==> src/rtl/wb_to_vmemem_pkg.sv <==
// -----------------------------------------------------------------------------
// wb_to_vmemem_pkg
// Shared definitions for the Wishbone-to-VME-memory bridge:
//   state_t : bridge FSM states (IDLE / ISSUE / WAIT)
//   DATA_W  : data path width of both the Wishbone and memory sides
//   clog2   : ceiling log2, used to size the Done timeout counter
// -----------------------------------------------------------------------------
package wb_to_vmemem_pkg;

    localparam int DATA_W = 32;

    typedef enum logic [1:0] {
        IDLE  = 2'd0,
        ISSUE = 2'd1,
        WAIT  = 2'd2
    } state_t;

    // Ceiling log2; clog2(1) = 0, clog2(2) = 1, clog2(256) = 8.
    function automatic int clog2(input int value);
        int r;
        r = 0;
        while ((1 << r) < value) begin
            r = r + 1;
        end
        return r;
    endfunction

endpackage

==> src/rtl/wb_to_vmemem_timeout_ctr.sv <==
// -----------------------------------------------------------------------------
// vmemem_timeout_ctr
// Saturating cycle counter used by the bridge to give up on a missing Done.
// Only instantiated when WB_TO_VMEMEM_TIMEOUT_EN is defined.
//
// Ports:
//   clk        in   clock, rising edge
//   rst_n      in   synchronous active-low reset
//   i_clear    in   force the counter to 0
//   i_enable   in   count one cycle (saturates at TIMEOUT)
//   o_expired  out  the counter reaches (or sits at) TIMEOUT on this edge
// -----------------------------------------------------------------------------
module vmemem_timeout_ctr
    import wb_to_vmemem_pkg::*;
#(
    parameter int TIMEOUT = 255
) (
    input  logic clk,
    input  logic rst_n,
    input  logic i_clear,
    input  logic i_enable,
    output logic o_expired
);

    localparam int CNT_W = clog2(TIMEOUT + 1);

    logic [CNT_W-1:0] r_cnt;

    always_ff @(posedge clk) begin
        if (!rst_n || i_clear) begin
            r_cnt <= '0;
        end else if (i_enable && (r_cnt != CNT_W'(TIMEOUT))) begin
            r_cnt <= r_cnt + 1'b1;
        end
    end

    // Look-ahead: flagging one count early lets the FSM act on the same edge
    // at which the counter would become TIMEOUT.
    assign o_expired = i_enable && (r_cnt >= CNT_W'(TIMEOUT - 1));

endmodule

==> src/rtl/wb_to_vmemem_bridge.sv <==
// -----------------------------------------------------------------------------
// wb_to_vmemem_bridge
// Pipelined Wishbone B4 slave that turns each accepted request into a single
// one-cycle RdMem/WrMem strobe on a VME-style register-block memory port, waits
// for the matching Done and answers Wishbone with ack (or err on timeout).
// One transaction outstanding; Wishbone is stalled while busy.
//
// Optional feature macro: WB_TO_VMEMEM_TIMEOUT_EN
//   defined   : give up after TIMEOUT cycles without Done, return wb err
//   undefined : wait for Done indefinitely, o_wb_err tied low
//
// Ports:
//   clk, rst_n          clock / synchronous active-low reset
//   i_wb_cyc/stb/we     Wishbone cycle, strobe, write enable
//   i_wb_adr            byte address (word address = i_wb_adr[ADDR_W-1:2])
//   i_wb_sel            byte selects (not forwarded; always full-word)
//   i_wb_dat/o_wb_dat   write / read data
//   o_wb_ack/o_wb_err   one-cycle completion / error
//   o_wb_stall          not ready for a new request
//   o_mem_addr          word address, held from issue until next accept
//   o_mem_wr_data       write data, held like o_mem_addr
//   o_mem_rd/o_mem_wr   one-cycle read / write strobes
//   i_mem_rd_data       read data, valid with i_mem_rd_done
//   i_mem_rd_done/i_mem_wr_done  completion from the memory side
// -----------------------------------------------------------------------------
module wb_to_vmemem_bridge
    import wb_to_vmemem_pkg::*;
#(
    parameter int ADDR_W  = 8,
    parameter int TIMEOUT = 255
) (
    input  logic              clk,
    input  logic              rst_n,
    input  logic              i_wb_cyc,
    input  logic              i_wb_stb,
    input  logic              i_wb_we,
    input  logic [ADDR_W-1:0] i_wb_adr,
    input  logic [3:0]        i_wb_sel,
    input  logic [DATA_W-1:0] i_wb_dat,
    output logic [DATA_W-1:0] o_wb_dat,
    output logic              o_wb_ack,
    output logic              o_wb_err,
    output logic              o_wb_stall,
    output logic [ADDR_W-3:0] o_mem_addr,
    output logic [DATA_W-1:0] o_mem_wr_data,
    output logic              o_mem_rd,
    output logic              o_mem_wr,
    input  logic [DATA_W-1:0] i_mem_rd_data,
    input  logic              i_mem_rd_done,
    input  logic              i_mem_wr_done
);

    state_t            r_state;
    state_t            w_state_next;
    logic              r_we;
    logic [ADDR_W-3:0] r_addr;
    logic [DATA_W-1:0] r_wr_data;
    logic [DATA_W-1:0] r_rd_data;
    logic              r_abort;
    logic              r_ack;
    logic              r_err;

    logic              w_accept;
    logic              w_done;
    logic              w_expired;
    logic              w_aborted;
    logic              w_complete;
    logic              w_timeout;

    // No accept while ack/err is on the bus: the stall covers that cycle too.
    assign w_accept  = (r_state == IDLE) && i_wb_cyc && i_wb_stb && !r_ack && !r_err;

    // Only the Done matching the issued direction completes the transaction.
    assign w_done    = r_we ? i_mem_wr_done : i_mem_rd_done;

    // Dropping cyc on the completing cycle itself also suppresses the response.
    assign w_aborted = r_abort || !i_wb_cyc;

    always_comb begin
        w_state_next = r_state;
        w_complete   = 1'b0;
        w_timeout    = 1'b0;
        case (r_state)
            IDLE: begin
                if (w_accept) begin
                    w_state_next = ISSUE;
                end
            end
            ISSUE: begin
                // Zero-latency slave: Done alongside the strobe completes now.
                if (w_done) begin
                    w_complete   = 1'b1;
                    w_state_next = IDLE;
                end else begin
                    w_state_next = WAIT;
                end
            end
            WAIT: begin
                // Done wins over a timeout expiring on the same edge.
                if (w_done) begin
                    w_complete   = 1'b1;
                    w_state_next = IDLE;
                end else if (w_expired) begin
                    w_timeout    = 1'b1;
                    w_state_next = IDLE;
                end
            end
            default: begin
                w_state_next = IDLE;
            end
        endcase
    end

    always_ff @(posedge clk) begin
        if (!rst_n) begin
            r_state   <= IDLE;
            r_we      <= 1'b0;
            r_addr    <= '0;
            r_wr_data <= '0;
            r_rd_data <= '0;
            r_abort   <= 1'b0;
            r_ack     <= 1'b0;
        end else begin
            r_state <= w_state_next;
            r_ack   <= w_complete && !w_aborted;

            if (w_accept) begin
                r_we      <= i_wb_we;
                r_addr    <= i_wb_adr[ADDR_W-1:2];
                r_wr_data <= i_wb_dat;
            end

            if (w_complete && !w_aborted && !r_we) begin
                r_rd_data <= i_mem_rd_data;
            end

            if (w_state_next == IDLE) begin
                r_abort <= 1'b0;
            end else if ((r_state != IDLE) && !i_wb_cyc) begin
                r_abort <= 1'b1;
            end
        end
    end

`ifdef WB_TO_VMEMEM_TIMEOUT_EN
    logic w_ctr_clear;
    logic w_ctr_enable;

    // Counting starts in the ISSUE cycle and restarts on every return to IDLE.
    assign w_ctr_clear  = (r_state == IDLE);
    assign w_ctr_enable = (r_state != IDLE);

    vmemem_timeout_ctr #(
        .TIMEOUT (TIMEOUT)
    ) u_timeout_ctr (
        .clk       (clk),
        .rst_n     (rst_n),
        .i_clear   (w_ctr_clear),
        .i_enable  (w_ctr_enable),
        .o_expired (w_expired)
    );

    always_ff @(posedge clk) begin
        if (!rst_n) begin
            r_err <= 1'b0;
        end else begin
            r_err <= w_timeout && !w_aborted;
        end
    end

    logic w_unused;
    assign w_unused = ^{i_wb_sel, i_wb_adr[1:0]};
`else
    assign w_expired = 1'b0;
    assign r_err     = 1'b0;

    logic w_unused;
    assign w_unused = ^{i_wb_sel, i_wb_adr[1:0], w_timeout, 16'(TIMEOUT)};
`endif

    assign o_wb_dat      = r_rd_data;
    assign o_wb_ack      = r_ack;
    assign o_wb_err      = r_err;
    assign o_wb_stall    = (r_state != IDLE) || r_ack || r_err;
    assign o_mem_addr    = r_addr;
    assign o_mem_wr_data = r_wr_data;
    assign o_mem_rd      = (r_state == ISSUE) && !r_we;
    assign o_mem_wr      = (r_state == ISSUE) && r_we;

endmodule
==> config.mk <==
export PLATFORM = sky130hd
export DESIGN_NAME = wb_to_vmemem_bridge
export DESIGN_NICKNAME = d
export VERILOG_FILES = /design/src/rtl/wb_to_vmemem_pkg.sv /design/src/rtl/wb_to_vmemem_timeout_ctr.sv /design/src/rtl/wb_to_vmemem_bridge.sv
export SDC_FILE = /design/constraint.sdc
export NUM_CORES = 1
export LEC_CHECK = 0
export BUFFER_PORTS_ARGS = -buffer_cell sky130_fd_sc_hd__clkbuf_2
export CAP_MARGIN = 20
export CELL_PAD_IN_SITES_DETAIL_PLACEMENT = 1
export CELL_PAD_IN_SITES_GLOBAL_PLACEMENT = 1
export CORE_MARGIN = 2
export CORE_UTILIZATION = 32
export DETAILED_ROUTE_END_ITERATION = 10
export GPL_ROUTABILITY_DRIVEN = 0
export PLACE_DENSITY_LB_ADDON = 0.1
export REMOVE_ABC_BUFFERS = 1
export SLEW_MARGIN = 10
export SYNTH_ARGS = -nofsm -noshare
export SYNTH_HDL_FRONTEND = slang
export SYNTH_SLANG_ARGS = --single-unit
==> constraint.sdc <==
create_clock -name clk -period 1.8 [get_ports clk]
set_input_delay 0.18 -clock clk [delete_from_list [all_inputs] [get_ports clk]]
set_output_delay 0.18 -clock clk [all_outputs]
set_load 0.01 [all_outputs]
==> impl_metrics.env, run 1 <==
export IMPL_nFillCells=1165
export IMPL_grt_total_usage_pct=16.7
export IMPL_route_detailed_drc=0
export IMPL_layout_drive_gt1_share_pct=37.9
export IMPL_synth_edf_count=0
export IMPL_max_stage_delay_ps=410
export IMPL_rsz0062_at_grt="no"
export IMPL_synthTopCellsByArea="dfxtp_1 49%, a21boi_0 12%, nand2_1 9.9%"
export IMPL_area_growth_pct=33.8
export IMPL_grt_pass1_vias=2815
export IMPL_power_leakage_nw=1.78
export IMPL_num_vias=2896
export IMPL_syn_area_um2=3080
export IMPL_grt_pass1_wl_um=13700
export IMPL_clock_path_buffers=2
export IMPL_finalHoldViolations=0
export IMPL_fin_cells=622
export IMPL_num_io_pins=158
export IMPL_coreArea_um2=9280
export IMPL_hpwl_um=6290
export IMPL_crit_arrival_ps=1900
export IMPL_cts_hold_buf=0
export IMPL_worst_path_buf_inv=2
export IMPL_yosysMostFrequentCell="nand2_1"
export IMPL_path_max_fanout=32
export IMPL_tritoncts="built"
export IMPL_vias_per_cell=4.66
export IMPL_clk_latency_ps=340
export IMPL_yosysTopAreaCell="dfxtp_1"
export IMPL_slew_viol_final=0
export IMPL_worst_pin_slew_ps=527
export IMPL_synth_top_area_share_pct=48.8
export IMPL_peakVddDrop_mv=0.349
export IMPL_clk_pin_slew_ps=80
export IMPL_grt_overflow=0
export IMPL_nNetsFinal=576
export IMPL_finalCritPeriodShare_pct=90.9
export IMPL_port_buffers=150
export IMPL_die_area_um2=10400
export IMPL_die_x_um=102
export IMPL_place_inst=607
export IMPL_drtIter0Drc=80
export IMPL_avgSynthCellArea_um2=8.79
export IMPL_cts_sinks=75
export IMPL_endpoint_kind="flop"
export IMPL_fp_row_count=35
export IMPL_antenna_found_initial=0
export IMPL_path_cells="inv_1 -> ha_1 -> nand3b_1 -> buf_4 -> o21ai_0 -> a21boi_0"
export IMPL_ctsResizeCount=0
export IMPL_first_pass_iters=4
export IMPL_cp_start_kind="flop"
export IMPL_rrSetupSlack_ps=160
export IMPL_root_buffer="clkbuf_8"
export IMPL_antennaDiodeCount=0
export IMPL_slew_headroom_pct=64.9
export IMPL_drt_wirelength_per_cell_um=14.2
export IMPL_ant_nets=0
export IMPL_outcome="finished clean"
export IMPL_start_util_pct=33.1
export IMPL_holdCritPathClass="in2reg"
export IMPL_setup_viol=0
export IMPL_fin_skew_ps=13.7
export IMPL_cts_setup_buffers=0
export IMPL_critPathSlowestCell="dfxtp_1"
export IMPL_required_ps=2070
export IMPL_p_total_mw=3.51
export IMPL_synthArstFlopShare_pct=0
export IMPL_synthCells=350
export IMPL_ys_warn_count=0
export IMPL_htree_levels=3
export IMPL_ys_seq_area_share_pct=48.8
export IMPL_power_density_nw_per_um2=852
export IMPL_final_seq_area_um2=1500
export IMPL_synth_common_cells="81 x nand2_1, 75 x dfxtp_1, 50 x a21boi_0"
export IMPL_hold_ws_ps=63.1
export IMPL_period_minus_slack_ps=1640
export IMPL_ys_ff_latch=75
export IMPL_multiInputGateArea_um2=1410
export IMPL_drt_wl_total_um=8860
export IMPL_crit_type="reg2reg"
export IMPL_drv_cap=0
export IMPL_ys_flop_type="dfxtp_1"
export IMPL_die_h_um=102
export IMPL_grt_max_degree=40
export IMPL_max_freq_mhz=611
export IMPL_crit_family="flip-flops"
export IMPL_numCtsBuffers=9
export IMPL_ys_types=30
routing by layer:
layer	part of all wire [%]	global-route usage [%]	routed length (µm)	vias up
met5	0	0	0	-
met4	1.8	6.97	163	0
met3	4.6	3.01	411	13
met2	50	28.7	4430	76
met1	43	20.6	3850	1354
li1	-	-	-	1453
kinds of logic (layout without fill, tap and decap cells):
group	Yosys count	count (layout)	synth area share, %
compound gates	108	108	24.9
simple gates	128	128	18.6
flops	75	75	48.8
buf+inv	33	176	5.57
other cells	1	1	0.122
fa+ha+maj	4	4	1.63
mux	1	1	0.366
cell usage in the layout, fill, tap and decap left out, drive strengths merged, types with 2 or more instances in the layout:
master,count
buf,9
nand2b,2
clkbuf,160
clkinvlp,2
nor2b,4
a21boi,71
nand2,81
clkinv,2
dfxtp,75
nand3,32
ha,4
and3b,2
inv,2
o21ai,32
final timing paths:
kind	startpoint	depth (start not counted)	to
hold / removal	i_wb_dat[0]	3	o_mem_wr_data[0]
hold reg to reg	o_mem_wr_data[9]	2	o_mem_wr_data[9]
setup / recovery	r_state[0]	6	o_wb_dat[7]
setup reg to reg	r_state[0]	6	o_wb_dat[7]
state kept, by name, indices dropped and copies added, names as in the netlist:
signal	count
r_we	1
o_wb_ack	1
o_mem_wr_data	32
r_abort	1
r_state	2
o_wb_dat	32
o_mem_addr	6
metrics by stage:
stage               utilization (%)  setup TNS (ps)  cell area [µm²]  worst slack [ps]
floorplan                         -           -6750             2910              -293
global placement               42.3               0             3930               252
detailed placement             42.3               0             3930               160
CTS                            44.3               0             4110               146
global route                   44.3               0             4110              22.7
finish                         44.3               0             4110               163
power by group:
| group | total [mW] | leakage, nW | internal, mW | switching, mW |
|---|---|---|---|---|
| Sequential | 1.76 | 0.609 | 1.73 | 0.0365 |
| Combinational | 0.503 | 1.08 | 0.220 | 0.283 |
| Clock | 1.24 | 0.0881 | 0.629 | 0.608 |
tightest hold or removal path: cells and delay by family:
family          cells  cell delay [ps]
compound gates      1               40
simple gates        1               60
buf+inv             1               80
layout make-up:
class,count,share of cell area (%)
multi-input cells,242,34.2
repair buffers,159,20.8
clock buffers,10,3.10
clock inverters,5,1.34
well taps,129,3.92
inverters,2,0.182
flip-flops and latches,75,36.5
No activity file was read; power rests on OpenSTA's default activity.
==> inputs of run 2 (changes only) <==
CORE_UTILIZATION = 33   (was 32)
CTS_BUF_LIST = sky130_fd_sc_hd__clkbuf_2   (was not set)
==> impl_metrics.env, run 2 (synthesized netlist as in run 1, its figures left out) <==
export IMPL_die_x_um=101
export IMPL_setup_viol=0
export IMPL_p_int_mw=2.38
export IMPL_swShare_pct=27.9
export IMPL_power_leakage_nw=2.06
export IMPL_die_area_um2=10100
export IMPL_final_area_um2=4730
export IMPL_p_switching_uw=922
export IMPL_route_detailed_drc=0
export IMPL_die_h_um=101
export IMPL_coreArea_um2=9150
export IMPL_grt_max_degree=41
export IMPL_multiInputGateArea_um2=1410
export IMPL_path_cells="inv_1 -> ha_1 -> nand2b_1 -> clkbuf_2"
export IMPL_worst_slack_ps=184
export IMPL_post_place_ws_ps=185
export IMPL_p_seq_share_pct=53.6
export IMPL_setup_tns_final_ps=0
export IMPL_hpwl_um=6050
export IMPL_first_pass_iters=4
export IMPL_numCtsBuffers=9
export IMPL_path_depth=4
export IMPL_htree_levels=3
export IMPL_cp_start_kind="flop"
export IMPL_worst_pin_slew_ps=522
export IMPL_holdCritPathClass="in2reg"
export IMPL_power_density_nw_per_um2=699
export IMPL_required_ps=1620
export IMPL_path_max_fanout=6
export IMPL_rsz0062_at_grt="no"
export IMPL_num_vias=3180
export IMPL_finalHoldViolations=0
export IMPL_clk_pin_slew_ps=170
export IMPL_vias_per_cell=4.72
export IMPL_drv_cap=0
export IMPL_hold_path_depth=3
export IMPL_r2r_end="o_wb_dat[17]"
export IMPL_drt_wirelength_per_cell_um=14.2
export IMPL_p_comb_share_pct=19.2
export IMPL_clkPwrFrac_pct=27.2
export IMPL_grt_pass1_wl_um=15300
export IMPL_fin_skew_ps=27.2
export IMPL_ant_nets=0
export IMPL_peakVddDrop_mv=0.324
export IMPL_clk_latency_ps=480
export IMPL_grt_total_usage_pct=19.0
export IMPL_final_common_cell="clkbuf_2"
export IMPL_antenna_found_initial=0
export IMPL_fp_row_count=35
export IMPL_worst_path_buf_inv=2
export IMPL_finalCritPeriodShare_pct=89.8
export IMPL_final_cell_mix="162 x clkbuf_2, 81 x nand2_1, 73 x dfxtp_1"
export IMPL_outcome="finished clean"
export IMPL_start_util_pct=33.6
export IMPL_num_io_pins=158
export IMPL_crit_arrival_ps=1440
export IMPL_crit_type="reg2out"
export IMPL_final_seq_area_um2=1500
export IMPL_tritoncts="built"
export IMPL_layout_drive_gt1_share_pct=33.6
export IMPL_critPathSlowestCell="dfxtp_2"
export IMPL_period_minus_slack_ps=1620
export IMPL_max_stage_delay_ps=410
export IMPL_root_buffer="clkbuf_2"
export IMPL_port_buffers=150
export IMPL_cts_setup_buffers=0
export IMPL_grt_pass1_vias=3169
export IMPL_r2r_start="r_state[0]"
export IMPL_nNetsFinal=646
export IMPL_drt_wl_total_um=9580
export IMPL_crit_family="flip-flops"
export IMPL_antennaDiodeCount=0
export IMPL_slew_headroom_pct=65.2
export IMPL_whs_endpoint="o_wb_ack"
export IMPL_nFillCells=1132
export IMPL_grt_overflow=0
export IMPL_clock_path_buffers=2
export IMPL_startpoint="r_state[0]"
export IMPL_postPlaceCellArea_um2=3910
export IMPL_slew_viol_final=0
export IMPL_cts_sinks=75
export IMPL_area_growth_pct=53.7
export IMPL_endpoint_kind="output pin"
export IMPL_reg2regPathDepth=6
export IMPL_max_freq_mhz=619
export IMPL_drtIter0Drc=59
export IMPL_rrSetupSlack_ps=210
export IMPL_min_from="i_mem_wr_done"
-- run 2: how the worst max path moves through the flow --
| stage | endpoint | slack (ps) |
|---|---|---|
| after global placement | o_wb_dat[8] | 280 |
| final | o_wb_stall | 180 |
| after floorplan | r_state[0] | -290 |
| after detailed placement | o_wb_dat[12] | 190 |
| after CTS | o_wb_stall | 20 |
| after global routing | o_wb_stall | 10 |
-- run 2: stage by stage --
step,utilization (%),cells,power (mW),hold WS [ps]
global placement,42.8,588,2.30,412
CTS,51.6,674,3.35,60.0
global route,51.6,674,3.50,84.0
floorplan,-,319,2.03,325
detailed placement,42.8,588,2.32,419
finish,51.6,674,3.31,129
-- run 2: layout make-up --
cell class,count,share of cell area [%]
inverter,2,0.159
clock buffer,12,1.27
clock inverter,3,0.847
sequential,75,31.8
timing repair buffer,229,33.2
multi-input combinational,242,29.7
tap,111,2.94
-- run 2: power groups by stage --
stage | combinational (mW) | sequential (mW) | clock (mW)
after floorplan | 0.199 | 1.83 | 0
after global placement | 0.504 | 1.80 | 0
after detailed placement | 0.515 | 1.81 | 0
after CTS | 0.641 | 1.77 | 0.941
after global routing | 0.698 | 1.78 | 1.02
final | 0.635 | 1.77 | 0.899
-- run 2: worst min-delay path: cells and delay by family --
family                 cells  cell delay [ps]
and+or+nand+nor            1              150
muxes                      1              170
buffers and inverters      1               70
-- run 2: timing repair --
item                                   in CTS  in global routing
gates resized for setup                     0                  2
setup endpoints to repair                   0                  7
hold buffers                               71                  0
endpoints found under the hold margin      71                  0
-- run 2: per-layer routing --
metal,routed length [µm],global-route usage [%]
met3,379,3.26
met1,4200,23.2
met4,129,6.85
met5,0,0
met2,4860,33.6
==> inputs of run 3 (changes only) <==
REMOVE_ABC_BUFFERS = not set   (was 1)
==> impl_metrics.env, run 3 (synthesized netlist as in run 1, its figures left out) <==
export IMPL_holdCritPathClass="in2reg"
export IMPL_setup_viol=0
export IMPL_clk_pin_slew_ps=180
export IMPL_outcome="finished clean"
export IMPL_grt_pass1_vias=3384
export IMPL_rsz0062_at_grt="no"
export IMPL_fp_row_count=35
export IMPL_path_cells="inv_1 -> ha_1 -> nand2b_1 -> clkbuf_2"
export IMPL_die_x_um=101
export IMPL_slew_headroom_pct=64.7
export IMPL_route_detailed_drc=0
export IMPL_max_stage_delay_ps=400
export IMPL_power_density_nw_per_um2=746
export IMPL_tritoncts="built"
export IMPL_die_area_um2=10100
export IMPL_crit_type="reg2out"
export IMPL_crit_family="flip-flops"
export IMPL_die_h_um=101
export IMPL_critPathSlowestCell="dfxtp_2"
export IMPL_vias_per_cell=4.72
export IMPL_drv_cap=0
export IMPL_hpwl_um=6190
export IMPL_grt_total_usage_pct=19.9
export IMPL_num_io_pins=158
export IMPL_final_cell_mix="159 x clkbuf_2, 81 x nand2_1, 73 x dfxtp_1"
export IMPL_max_freq_mhz=612
export IMPL_numCtsBuffers=9
export IMPL_final_common_cell="clkbuf_2"
export IMPL_slew_viol_final=0
export IMPL_start_util_pct=33.6
export IMPL_power_leakage_nw=2.07
export IMPL_grt_max_degree=35
export IMPL_path_max_fanout=6
export IMPL_root_buffer="clkbuf_2"
export IMPL_nNetsFinal=648
export IMPL_area_growth_pct=55.5
export IMPL_drt_wl_total_um=9870
export IMPL_layout_drive_gt1_share_pct=33.5
export IMPL_port_buffers=150
export IMPL_required_ps=1620
export IMPL_setup_tns_final_ps=0
export IMPL_hold_ws_ps=113
export IMPL_clock_path_buffers=2
export IMPL_fin_skew_ps=17.0
export IMPL_antenna_found_initial=0
export IMPL_cts_sinks=75
export IMPL_worst_pin_slew_ps=530
export IMPL_crit_arrival_ps=1450
export IMPL_period_minus_slack_ps=1630
export IMPL_grt_pass1_wl_um=16000
export IMPL_worst_path_buf_inv=2
export IMPL_antennaDiodeCount=0
export IMPL_cp_start_kind="flop"
export IMPL_clk_latency_ps=490
export IMPL_first_pass_iters=4
export IMPL_final_util_pct=52.3
export IMPL_peakVddDrop_mv=0.383
export IMPL_endpoint_kind="output pin"
export IMPL_htree_levels=3
export IMPL_drt_wirelength_per_cell_um=14.6
export IMPL_num_vias=3193
export IMPL_grt_overflow=0
export IMPL_finalHoldViolations=0
export IMPL_ant_nets=0
export IMPL_finalCritPeriodShare_pct=90.8
export IMPL_syn_num_nets=437
export IMPL_coreArea_um2=9150
export IMPL_drtIter0Drc=73
## run 3: per-stage QoR
step                instances  total power [mW]  worst slack, ps  instance area, µm²
global placement          590              2.31              254                3920
finish                    676              3.57              166                4780
global route              676              3.77             29.7                4780
CTS                       676              3.62             31.4                4780
detailed placement        590              2.32              137                3920
floorplan                 350              2.08              348                3080
## run 3: cell type report
type / instances / area, µm²
clock buffer: 9 / 45.0
clock inverter: 6 / 105
fill: 1098 / 4370
inverter: 2 / 7.51
multi-input combinational: 242 / 1410
sequential: 75 / 1500
tap: 111 / 139
timing repair buffer: 231 / 1580
## run 3: power breakdown
part	leakage (nW)	internal (mW)	total, mW	switching [mW]
clock	0.0831	0.583	1.16	0.574
combinational	1.38	0.324	0.641	0.317
sequential	0.610	1.73	1.77	0.0388
total	2.07	2.64	3.57	0.930
## run 3: tightest hold or removal path, stage by stage
cell and delay, ps:
clkbuf_2 130, o21ba_2 130, nor2_1 40, o21a_1 90
## run 3: final timing paths
| kind | startpoint | cells after the start | slack, ps | to |
|---|---|---|---|---|
| max | r_state[0] | 4 | 170 | o_wb_stall |
| min | i_wb_cyc | 4 | 110 | r_abort |
| max reg2reg | r_state[0] | 6 | 230 | o_mem_addr[1] |
| min reg2reg | o_mem_wr_data[15] | 2 | 480 | o_mem_wr_data[15] |
## run 3: layer usage
layer	wire, µm	share of wire (%)	global-route usage, %	vias up
met1	4390	45	23.8	1493
met2	4910	50	36.0	88
met3	467	4.7	4.02	9
li1	-	-	-	1603
met4	101	1.0	5.69	0
met5	0	0	0	-
## run 3: repair_timing
item | in CTS | in global routing
endpoints found under the hold margin | 71 | 0
hold buffers | 71 | 0
buffers inserted | 0 | 0
gates resized for setup | 0 | 3
endpoints found under the setup margin | 0 | 11
